--- config.mk ---
export PLATFORM = sky130hd
export DESIGN_NAME = cnn_udiv_20ns_11ns_seq
export DESIGN_NICKNAME = d
export VERILOG_FILES = /design/src/rtl/cnn_udiv_20ns_11ns_seq.sv
export SDC_FILE = /design/constraint.sdc
export NUM_CORES = 1
export LEC_CHECK = 0
export CAP_MARGIN = 10
export CORE_ASPECT_RATIO = 1.4
export CORE_MARGIN = 4
export CORE_UTILIZATION = 50
export DETAILED_ROUTE_END_ITERATION = 16
export GPL_TIMING_DRIVEN = 0
export HOLD_SLACK_MARGIN = 0.15
export PLACE_DENSITY = 0.85
export SYNTH_ARGS = -nofsm -noshare
export SYNTH_HDL_FRONTEND = slang
export SYNTH_SLANG_ARGS = --single-unit
--- constraint.sdc ---
create_clock -name ap_clk -period 2.95 [get_ports ap_clk]
set_input_delay 0.4425 -clock ap_clk [delete_from_list [all_inputs] [get_ports ap_clk]]
set_output_delay 0.4425 -clock ap_clk [all_outputs]
set_load 0.02 [all_outputs]
--- src/rtl/cnn_udiv_20ns_11ns_seq.sv ---
// cnn_udiv_20ns_11ns_seq: radix-2 restoring unsigned divider, one quotient bit per cycle,
// valid/ready handshake on both operand and result sides.
module cnn_udiv_20ns_11ns_seq #(
   parameter int DIVIDEND_WIDTH = 20,
   parameter int DIVISOR_WIDTH  = 11
) (
   input  logic                      ap_clk,
   input  logic                      ap_rst_n,
   input  logic                      in_valid,
   output logic                      in_ready,
   input  logic [DIVIDEND_WIDTH-1:0] dividend,
   input  logic [DIVISOR_WIDTH-1:0]  divisor,
   output logic                      out_valid,
   input  logic                      out_ready,
   output logic [DIVIDEND_WIDTH-1:0] quotient,
   output logic [DIVISOR_WIDTH-1:0]  remainder,
   output logic                      div_by_zero
);
   localparam int DW = DIVIDEND_WIDTH;
   localparam int VW = DIVISOR_WIDTH;
   localparam int CW = $clog2(DIVIDEND_WIDTH);
   typedef enum logic [1:0] {IDLE, CALC, DONE} state_t;
   state_t state_q, state_d;
   logic [DW-1:0] shreg_q, shreg_d, quo_q, quo_d;
   logic [VW-1:0] dvs_q, dvs_d, rmd_q, rmd_d;
   logic [VW:0] rem_q, rem_d;
   logic [CW-1:0] cnt_q, cnt_d;
   logic zero_q, zero_d, dbz_q, dbz_d;
   logic [VW:0] shifted, rem_nx;
   logic [VW+1:0] trial;
   logic [DW-1:0] q_nx;
   logic ge;
   // Dividend register doubles as quotient register: MSBs shift out, quotient bits shift in.
   assign shifted = {rem_q[VW-1:0], shreg_q[DW-1]};
   assign trial = {1'b0, shifted} - {2'b00, dvs_q};
   assign ge = !trial[VW+1];
   assign rem_nx = ge ? trial[VW:0] : shifted;
   assign q_nx = {shreg_q[DW-2:0], ge};
   always_comb begin
      state_d = state_q;
      shreg_d = shreg_q;
      dvs_d = dvs_q;
      rem_d = rem_q;
      cnt_d = cnt_q;
      zero_d = zero_q;
      quo_d = quo_q;
      rmd_d = rmd_q;
      dbz_d = dbz_q;
      if (state_q == IDLE && in_valid) begin
         state_d = CALC;
         shreg_d = dividend;
         dvs_d = divisor;
         rem_d = '0;
         cnt_d = CW'(DW - 1);
         zero_d = (divisor == '0);
      end
      if (state_q == CALC) begin
         shreg_d = q_nx;
         rem_d = rem_nx;
         cnt_d = (cnt_q == '0) ? cnt_q : cnt_q - CW'(1);
         if (cnt_q == '0) begin
            state_d = DONE;
            quo_d = zero_q ? '1 : q_nx;
            rmd_d = zero_q ? '0 : rem_nx[VW-1:0];
            dbz_d = zero_q;
         end
      end
      if (state_q == DONE && out_ready) state_d = IDLE;
   end
   always_ff @(posedge ap_clk or negedge ap_rst_n) begin
      if (!ap_rst_n) begin
         state_q <= IDLE;
         shreg_q <= '0;
         dvs_q <= '0;
         rem_q <= '0;
         cnt_q <= '0;
         zero_q <= 1'b0;
         quo_q <= '0;
         rmd_q <= '0;
         dbz_q <= 1'b0;
      end else begin
         state_q <= state_d;
         shreg_q <= shreg_d;
         dvs_q <= dvs_d;
         rem_q <= rem_d;
         cnt_q <= cnt_d;
         zero_q <= zero_d;
         quo_q <= quo_d;
         rmd_q <= rmd_d;
         dbz_q <= dbz_d;
      end
   end
   assign in_ready = (state_q == IDLE);
   assign out_valid = (state_q == DONE);
   assign quotient = quo_q;
   assign remainder = rmd_q;
   assign div_by_zero = dbz_q;
endmodule

Word-level counts from Yosys, hierarchy flattened
Index checks and enable logic that the tools add are counted.

operators by class
  add/sub/neg operators = 2
  equal/unequal tests = 3
  mux-type cells = 14
  reductions and logical operators = 9

operators by type and width
  operator                                          count
  two-way mux 20 bit                                3
  two-way mux 11 bit                                4
  two-way mux 5 bit                                 3
  subtractor 12 x 11 -> 13 bit                      1
  logical NOT 11 bit                                1
  two-way mux 2 bit                                 4
  logical NOT 5 bit                                 1
  subtractor 5 x 1 -> 5 bit, second input constant  1
  AND reduction 2 bit                               2
  == test 2 x 1 -> 1 bit, second input constant     1
  == test 2 bit, second input constant              1
  logical AND 1 bit                                 2
  logical NOT 2 bit                                 1
  != test 2 bit, second input constant              1
  nonzero test 2 bit                                1
  logical NOT 1 bit                                 1

word-level totals
  flip-flop bits (word level) = 82
  bits of input ports = 35
  output and inout port bits = 34
  logic and storage cells = 37

Depth between registers and ports, before layout
Gate-level depths: netlist (run 1).

  depth in word-level cells = 6
  depth in mapped cells = 10
  depth with buffers taken out = 9

Worst setup path before layout (run 1)
OpenSTA, ideal clock, no wires.

  kind = reg-to-reg
  start point = reg shreg_q[19]
  end point = reg rem_q[3]
  setup time = 0.126 ns
  arrival time = 2.087 ns
  data required time = 2.824 ns
  path slack = 0.738 ns
  stages on the path, launching flop included = 11
  buffers on the path = 1
  clock period less this slack = 2.212 ns
  path through = dfrtp_1 -> inv_1 -> ha_1 -> fa_1 -> nand2b_2 -> a211oi_4 -> o21ai_2 -> nand3_4 -> buf_12 -> mux2i_1 -> o21ai_1

on the way
  word-level cells in the longest chain between the ends = 3

ends and longest elaborated chain
  what                          RTL line  RTL
  start: declaration            24        logic [DW-1:0] shreg_q, shreg_d, quo_q, quo_d;
  start signal: assignment      83        shreg_q <= shreg_d;
  subtractor 12 x 11 -> 13 bit  35        assign trial = {1'b0, shifted} - {2'b00, dvs_q};
  two-way mux 11 bit            37        assign rem_nx = ge ? trial[VW:0] : shifted;
  two-way mux 11 bit            57        if (state_q == CALC) begin
  end signal: assignment        85        rem_q <= rem_d;
  end: declaration              26        logic [VW:0] rem_q, rem_d;

No other way between the ends.
A chain may end at the register's enable or synchronous reset.

Worst setup path after layout (run 1)
  start point = reg dvs_q[0]
  end point = reg rem_q[3]

on the way
  word-level cells in the longest chain between the ends = 3

ends and longest elaborated chain
  what                          RTL line  RTL
  start: declaration            25        logic [VW-1:0] dvs_q, dvs_d, rmd_q, rmd_d;
  start signal: assignment      84        dvs_q <= dvs_d;
  subtractor 12 x 11 -> 13 bit  35
  two-way mux 11 bit            37
  two-way mux 11 bit            57

No other way between the ends.

==> impl_metrics.csv, run 1 <==
group,metric,value,unit
pwr,sw_frac_of_total,0.429,
synth,synth_area,4160,um2
global_route,remaining_global_route_overflow,0,
routing,wl_met2,5460,um
cells_and_area,final-instance-count-excl-fill,620,
hold_path,worst_hold_startpoint,"quotient[12]",
clock_network,hold_buffers,1,
pwr,total_switching_power,2.95,mW
sta,tns,0,ns
clock_network,worst_skew_pair.late_latency,0.34,ns
global_route,grt_usage,0.222,
pwr,power.combinational.fraction,0.543,
pwr,power_report.internal_total,3.92,mW
worst_setup_path,r2r_start,"dvs_q[0]",
worst_setup_path,setup.worst_path.end_class,"flip-flop",
worst_setup_path,worst-setup-path-type,"reg -> reg",
worst_setup_path,r2r.worst_path.cells,9,
synth,synth_edf_count,0,
worst_setup_path,worst_r2r_endpoint,"rem_q[3]",
pwr,p_leak,2.45,nW
cells_and_area,final_common_cell,"nand2_1",
clock_network,postCtsSetupBuffers,0,
sta,worst_slack,0.441,ns
synth,asyncSetResetFlopFracSynth,1.00,
routing,antenna_left,0,
sta,worst-slew-pin-transition,0.543,ns
sta,finalSetupViolations,0,
routing,number_of_detailed_route_iterations_in_the_first_pass,5,
place,hpwlAfterDp,7710,um
clock_network,cts_max_path_buffers,2,
routing,wl,10400,um
routing,routedWlPerCell,16.8,um
global_route,maximum_number_of_pins_on_one_net_before_global_route_repair,68,
global_route,grt_pass1_vias,3672,
sta,worst_clock_skew,0.00664,ns
pwr,peakVddDrop,0.648,mV
floorplanning,floorplan.die.height,116,um
worst_setup_path,worstPathMaxFanout,10,
floorplanning,top_ports,69,
cells_and_area,utilization,0.649,
synth,yosys_warns,0,
flow_run,cap_violations,0,
cells_and_area,syn2layout_area_growth,27.2,%
floorplanning,floorplan.initialDensity,0.510,
pwr,clock_power_share,0.158,
sta,timing.final.crit_share,0.850,
pwr,finalPower,6.88,mW
pwr,seq_power_share,0.299,
place,placement.setup.worst_slack,0.470,ns
pwr,cellPowerDensity,1300,nW/um2
hold_path,hold_path_class,"reg -> reg",
floorplanning,floorplan.die.width,85.1,um
clock_network,h-tree-depth,3,
clock_network,cts_resized,0,
synth,synth-main-ff-cell,"dfrtp_1",
sta,worst_slew_margin_rel,0.638,
worst_setup_path,cp.required,3.17,ns
routing,route.top_layer_used,"met4",
routing,initialDrtViolationCount,216,
place,gp_congestion,0.924,
sta,grt_setup_unrepaired,"false",
synth,synthesis.instances,432,
clock_network,clock_net_sink_count,82,
place,place.detailed.instances,603,
sta,fmax,0.399,GHz
routing,met3WireLength,392,um
floorplanning,row_count,39,
place,numPortBuffers,68,
clock_network,root_buffer,"clkbuf_16",
floorplanning,die-area,9860,um2
synth,post_synthesis_average_cell_area,9.63,um2
clock_network,cts_tree,"yes",
synth,net_count_after_synthesis,481,
outcome,outcome,"finished clean",
sta,final_max_slew_viol_count,0,
cells_and_area,mostFrequentLayoutCells,"nand2_1 (99), dfrtp_1 (82), clkdlybuf4s50_1 (67)",
sta,hold_slack,0.469,ns
routing,wl_met1,4020,um
synth,ys_ff_latch,82,
hold_path,min_to,"quotient[12]",
global_route,grt_first_pass_wirelength,17200,um
worst_setup_path,critical_path.startpoint_type,"flip-flop",
global_route,grt_antenna_before_repair,0,
sta,report.final.hold_viol_count,0,
worst_setup_path,r2r_slack,0.44,ns
routing,route.vias.total,3531,
cells_and_area,post_route_standard_cell_area_excluding_fillers,5290,um2
floorplanning,core,8150,um2
cells_and_area,antenna_cells_inserted,0,
place,post_dp_cell_area,4990,um2
cells_and_area,fillers,633,
routing,drc,0,
routing,route.detailed.vias_per_inst,5.70,
synth,yosysSeqAreaShare,0.493,
clock_network,numCtsBuffers,9,
synth,post_synth_num_cell_types,58,
sta,period_needed,2.51,ns
worst_setup_path,cp_data_arrival_time,2.73,ns
cells_and_area,nets,562,
clock_network,path_clk_slew,0.06,ns
cells_and_area,layout_cells_sized_above_1,0.0849,
hold_path,timing.hold.worst_path_depth,2,
-- final cells by class --
type | count | area [um2] | area share
inverter | 19 | 71.3 | 0.0135
clock inverter | 6 | 47.5 | 0.00899
clock buffer | 10 | 239 | 0.0452
sequential | 82 | 2050 | 0.388
buffer | 22 | 118 | 0.0222
timing repair buffer | 70 | 716 | 0.135
multi-input combinational | 309 | 1920 | 0.363
tap | 102 | 128 | 0.0241
-- logic make-up after synthesis --
group	count (synthesis)	share of synthesized area
AND/OR/NAND/NOR	151	0.168
AO/OA/AOI/OAI	113	0.175
flip-flops	82	0.493
buffers and inverters	41	0.0454
multiplexers	27	0.0662
adder cells (fa/ha/maj)	14	0.0439
XOR/XNOR	4	0.00843
-- power by group through the flow --
stage	clock (mW)	sequential [mW]	combinational, mW
2_1_floorplan	0	2.20	2.41
3_3_place_gp	0	2.03	3.59
3_5_place_dp	0	2.06	3.72
4_1_cts	1.09	2.05	3.75
5_1_grt	1.14	2.12	4.11
6_report	1.08	2.06	3.74
-- Yosys cell counts, drive strengths merged (3+ instances only) --
cell type	number	area [um2]
a21oi	12	71.3
a221o	3	30.0
a22o	7	61.3
buf	10	72.6
clkbuf	12	45.0
dfrtp	82	2050
ha	13	163
inv	19	71.3
mux2i	26	260
nand2	100	378
nand2b	5	33.8
nand3	4	32.5
nand3b	3	22.5
nand4	4	25.0
nor2	13	58.8
nor2b	4	25.0
nor3	5	25.0
nor4	3	18.8
o21ai	69	349
or3	3	18.8
xnor2	3	26.3
-- how the worst max path moves through the flow --
| stage | depth (start not counted) | startpoint | endpoint | slack [ns] |
|---|---|---|---|---|
| after floorplan | 10 | shreg_q[19] | rem_q[3] | 0.74 |
| after global placement | 1 | ap_rst_n | quotient[12] | -1.42 |
| after detailed placement | 9 | dvs_q[0] | rem_q[4] | 0.47 |
| after CTS | 9 | dvs_q[0] | rem_q[4] | 0.44 |
| after global routing | 10 | shreg_q[19] | remainder[5] | 0.28 |
| final | 9 | dvs_q[0] | rem_q[3] | 0.44 |
-- state kept, by name, indices dropped and copies added, names as in the netlist --
name,cells
zero_q,1
dvs_q,11
cnt_q,5
div_by_zero,1
rem_q,11
quotient,20
state_q,2
shreg_q,20
remainder,11
-- layer usage --
| metal | global-route usage | vias to the layer above |
|---|---|---|
| met1 | 0.241 | 1716 |
| met2 | 0.396 | 112 |
| met3 | 0.0299 | 38 |
| met4 | 0.158 | 0 |
| met5 | 0 | - |
| li1 | - | 1665 |
-- critical path, stage by stage, from the launching register on --
cell      delay (ns)
dfrtp_1         0.43
ha_1            0.25
fa_1            0.41
nand2b_2        0.22
a211oi_4        0.28
o21ai_2         0.14
nand3_4         0.15
buf_12          0.15
mux2i_1         0.27
o21ai_1         0.08
Note: power is estimated with default switching activity, not from simulation.
==> run 2, diff against run 1 <==
--- a/config.mk
+++ b/config.mk
@@ -5,6 +5,7 @@
 export SDC_FILE = /design/constraint.sdc
 export NUM_CORES = 1
 export LEC_CHECK = 0
+export ABC_AREA = 1
 export CAP_MARGIN = 10
 export CORE_ASPECT_RATIO = 1.4
 export CORE_MARGIN = 4
==> run 2 against run 1 <==
Compared with the run above:
- core utilization down 0.12 points
- die area is 0.14% lower
- clock-buffer cell count up 2
- clock skew rose by 0.00058 ns
- non-clock buffer count is 1 lower
- worst setup slack improved by 0.16 ns
- sequential share of layout area up 0.074 points
- first-iteration DRC count rose by 48%
- fmax increased by 6.9%
- synthesized cell count is 16% higher
- sequential power shrank 45%
- register-to-register slack better by 0.16 ns
- critical path type unchanged
- largest cell class unchanged
- highest routed layer unchanged
==> impl_metrics.csv, run 2 <==
group,metric,value,unit
sta,timing.final.crit_share,0.796,
place,numPortBuffers,68,
sta,tns,0,ns
global_route,grt_antenna_before_repair,0,
clock_network,cts_max_path_buffers,2,
worst_setup_path,setup.worst_path.end_class,"flip-flop",
cells_and_area,syn2layout_area_growth,27.1,%
worst_setup_path,cp_data_arrival_time,2.55,ns
worst_setup_path,worstPathMaxFanout,10,
sta,period_needed,2.35,ns
synth,synthesis.instances,503,
cells_and_area,final-instance-count-excl-fill,691,
synth,yosys.area_share.xor_xnor,0.00633,
synth,net_count_after_synthesis,552,
floorplanning,die-area,9850,um2
outcome,outcome,"finished clean",
floorplanning,core,8150,um2
synth,yosys_warns,0,
synth,ys_top_cells_by_area,"dfrtp_1 (49%), nand2_1 (10%), inv_1 (6.3%)",
cells_and_area,multiInputGateArea,1700,um2
clock_network,h-tree-depth,3,
sta,grt_setup_unrepaired,"false",
routing,number_of_detailed_route_iterations_in_the_first_pass,5,
worst_setup_path,critical_path.startpoint_type,"flip-flop",
synth,synth_compound_area_frac,0.146,
worst_setup_path,timing.critical_path.mode_cell,"nand3_1",
sta,fmax,0.426,GHz
synth,synth_area,4150,um2
hold_path,hold_path_class,"reg -> reg",
clock_network,numCtsBuffers,9,
worst_setup_path,cp.required,3.15,ns
synth,synth_edf_count,0,
synth,yosysSeqAreaShare,0.494,
hold_path,worst_hold_startpoint,"cnt_q[0]",
worst_setup_path,worst-setup-path-type,"reg -> reg",
pwr,p_leak,2.60,nW
sta,worst-slew-pin-transition,0.585,ns
place,placement.setup.worst_slack,0.627,ns
synth,synth.top_cells.by_count,"nand2_1 (113), dfrtp_1 (82), inv_1 (70), nand3_1 (42), o21ai_1 (37)",
sta,worst_slack,0.603,ns
global_route,maximum_number_of_pins_on_one_net_before_global_route_repair,57,
place,gp_congestion,0.905,
sta,report.final.hold_viol_count,0,
synth,synth_top_family_by_area,"simple AND/OR/NAND/NOR gates",
cells_and_area,final_common_cell,"nand2_1",
synth,post_synth_num_cell_types,30,
place,hpwlAfterDp,8040,um
cells_and_area,seq_area,2050,um2
sta,worst_clock_skew,0.00722,ns
hold_path,timing.hold.worst_path_depth,1,
sta,finalSetupViolations,0,
synth,asyncSetResetFlopFracSynth,1.00,
routing,initialDrtViolationCount,319,
cells_and_area,fillers,676,
cells_and_area,mostFrequentLayoutCells,"nand2_1 (113), dfrtp_1 (82), inv_1 (70)",
flow_run,cap_violations,0,
worst_setup_path,max_stage_delay,0.41,ns
floorplanning,top_ports,69,
clock_network,worst_skew_pair.late_latency,0.34,ns
routing,antenna_left,0,
global_route,grt_usage,0.238,
clock_network,root_buffer,"clkbuf_16",
worst_setup_path,worst-path-buf-inv,2,
routing,route.vias.total,3828,
floorplanning,row_count,39,
sta,final_max_slew_viol_count,0,
routing,route.detailed.vias_per_inst,5.54,
global_route,remaining_global_route_overflow,0,
synth,ys_ff_latch,82,
clock_network,path_clk_slew,0.06,ns
pwr,peakVddDrop,0.356,mV
worst_setup_path,r2r_start,"dvs_q[0]",
worst_setup_path,worst_r2r_endpoint,"rem_q[2]",
floorplanning,floorplan.die.height,116,um
routing,wl,11000,um
synth,synth_fa_ha_area_frac,0.0440,
pwr,cellPowerDensity,436,nW/um2
global_route,grt_first_pass_wirelength,18400,um
sta,worst_slew_margin_rel,0.610,
synth,synth_area_leader_cell,"dfrtp_1",
worst_setup_path,critical-path-slowest-cell,"fa_1",
floorplanning,floorplan.initialDensity,0.510,
worst_setup_path,cpLargestDelayFamily,"simple AND/OR/NAND/NOR gates",
synth,post_synthesis_average_cell_area,8.26,um2
place,place.detailed.instances,674,
synth,yosysTopAreaCellShare,0.494,
cells_and_area,layout_cells_sized_above_1,0.0798,
floorplanning,floorplan.die.width,85.0,um
synth,fraction_of_the_mapped_netlist_area_in_simple_logic_gates,0.213,
global_route,grt_pass1_vias,3893,
cells_and_area,antenna_cells_inserted,0,
synth,post_synth_mux_area_share,0,
worst_setup_path,r2r.worst_path.cells,11,
hold_path,min_to,"cnt_q[0]",
clock_network,clock_net_sink_count,82,
routing,routedWlPerCell,15.9,um
cells_and_area,nets,633,
clock_network,cts_tree,"yes",
worst_setup_path,crit_path_cell_trace,"ha_1, fa_1, inv_1, nand3_1, nand3_1, nand3_1, nand3_1, buf_4, nand2_1, nand3_1, o21ai_1",
synth,synth_most_common_cell,"nand2_1",
synth,synth-main-ff-cell,"dfrtp_1",
routing,drc,0,
worst_setup_path,r2r_slack,0.60,ns
-- run 2: cell count changes after synthesis, sizes merged, moves of 14 or more --
cell	delta
nand2	+15
mux2i	-26
nand3	+38
inv	+61
a21oi	+14
a2bb2oi	+18
-- run 2: per-layer routing --
layer  global-route usage  part of all wire  vias up
li1                     -                 -     1816
met1                0.269              0.39     1849
met2                0.425              0.53      137
met3               0.0477             0.047       26
met4                0.118             0.032        0
met5                    0                 0        -
-- run 2: worst register-to-register path, delay by kind of cell (launching register included) --
kind / cells / cell delay [ns]
AO/OA/AOI/OAI: 1 / 0.09
adder cells (fa/ha/maj): 2 / 0.63
buffers and inverters: 2 / 0.34
flip-flops: 1 / 0.40
AND/OR/NAND/NOR: 6 / 0.75
-- run 2: cell type report --
| class | instances | share of cell area |
|---|---|---|
| clock buffer | 12 | 0.0486 |
| multi-input combinational | 320 | 0.322 |
| timing repair buffer | 70 | 0.136 |
| clock inverter | 4 | 0.00498 |
| inverter | 80 | 0.0569 |
| tap | 102 | 0.0242 |
| buffer | 21 | 0.0187 |
| sequential | 82 | 0.389 |
-- run 2: power breakdown --
group | internal (mW) | switching (mW) | total, mW
Combinational | 0.0512 | 0.0481 | 0.0993
Clock | 0.615 | 0.447 | 1.06
Sequential | 1.14 | 0.00393 | 1.14
Total | 1.80 | 0.499 | 2.30
-- run 2: worst max-delay path by stage --
stage,startpoint,endpoint,depth (start not counted)
after floorplan,shreg_q[19],rem_q[10],12
after global placement,ap_rst_n,quotient[14],1
after detailed placement,dvs_q[0],remainder[5],11
after CTS,dvs_q[0],remainder[5],11
after global routing,shreg_q[19],remainder[4],12
final,dvs_q[0],rem_q[2],11
-- run 2: repair_timing --
action	4_1_cts	5_1_grt
gates resized for setup	0	0
hold endpoints to repair	26	0
buffers inserted	0	0
hold buffers	1	0
-- run 2: metrics by stage --
step / util / hold slack, ns / total power [mW] / area (um2)
after floorplan: - / 0.147 / 1.18 / 4150
after global placement: 0.609 / 0.463 / 1.26 / 4960
after detailed placement: 0.612 / 0.389 / 1.26 / 4990
after CTS: 0.648 / 0.478 / 2.32 / 5280
after global routing: 0.648 / 0.506 / 2.38 / 5280
final: 0.648 / 0.477 / 2.30 / 5280
-- run 2: cell families (layout without fill, tap and decap cells) --
kind of cell             Yosys count  after routing
AO/OA/AOI/OAI                    106            106
AND/OR/NAND/NOR                  197            197
adder cells (fa/ha/maj)           14             14
flip-flops                        82             82
buffers and inverters            101            187
XOR/XNOR                           3              3
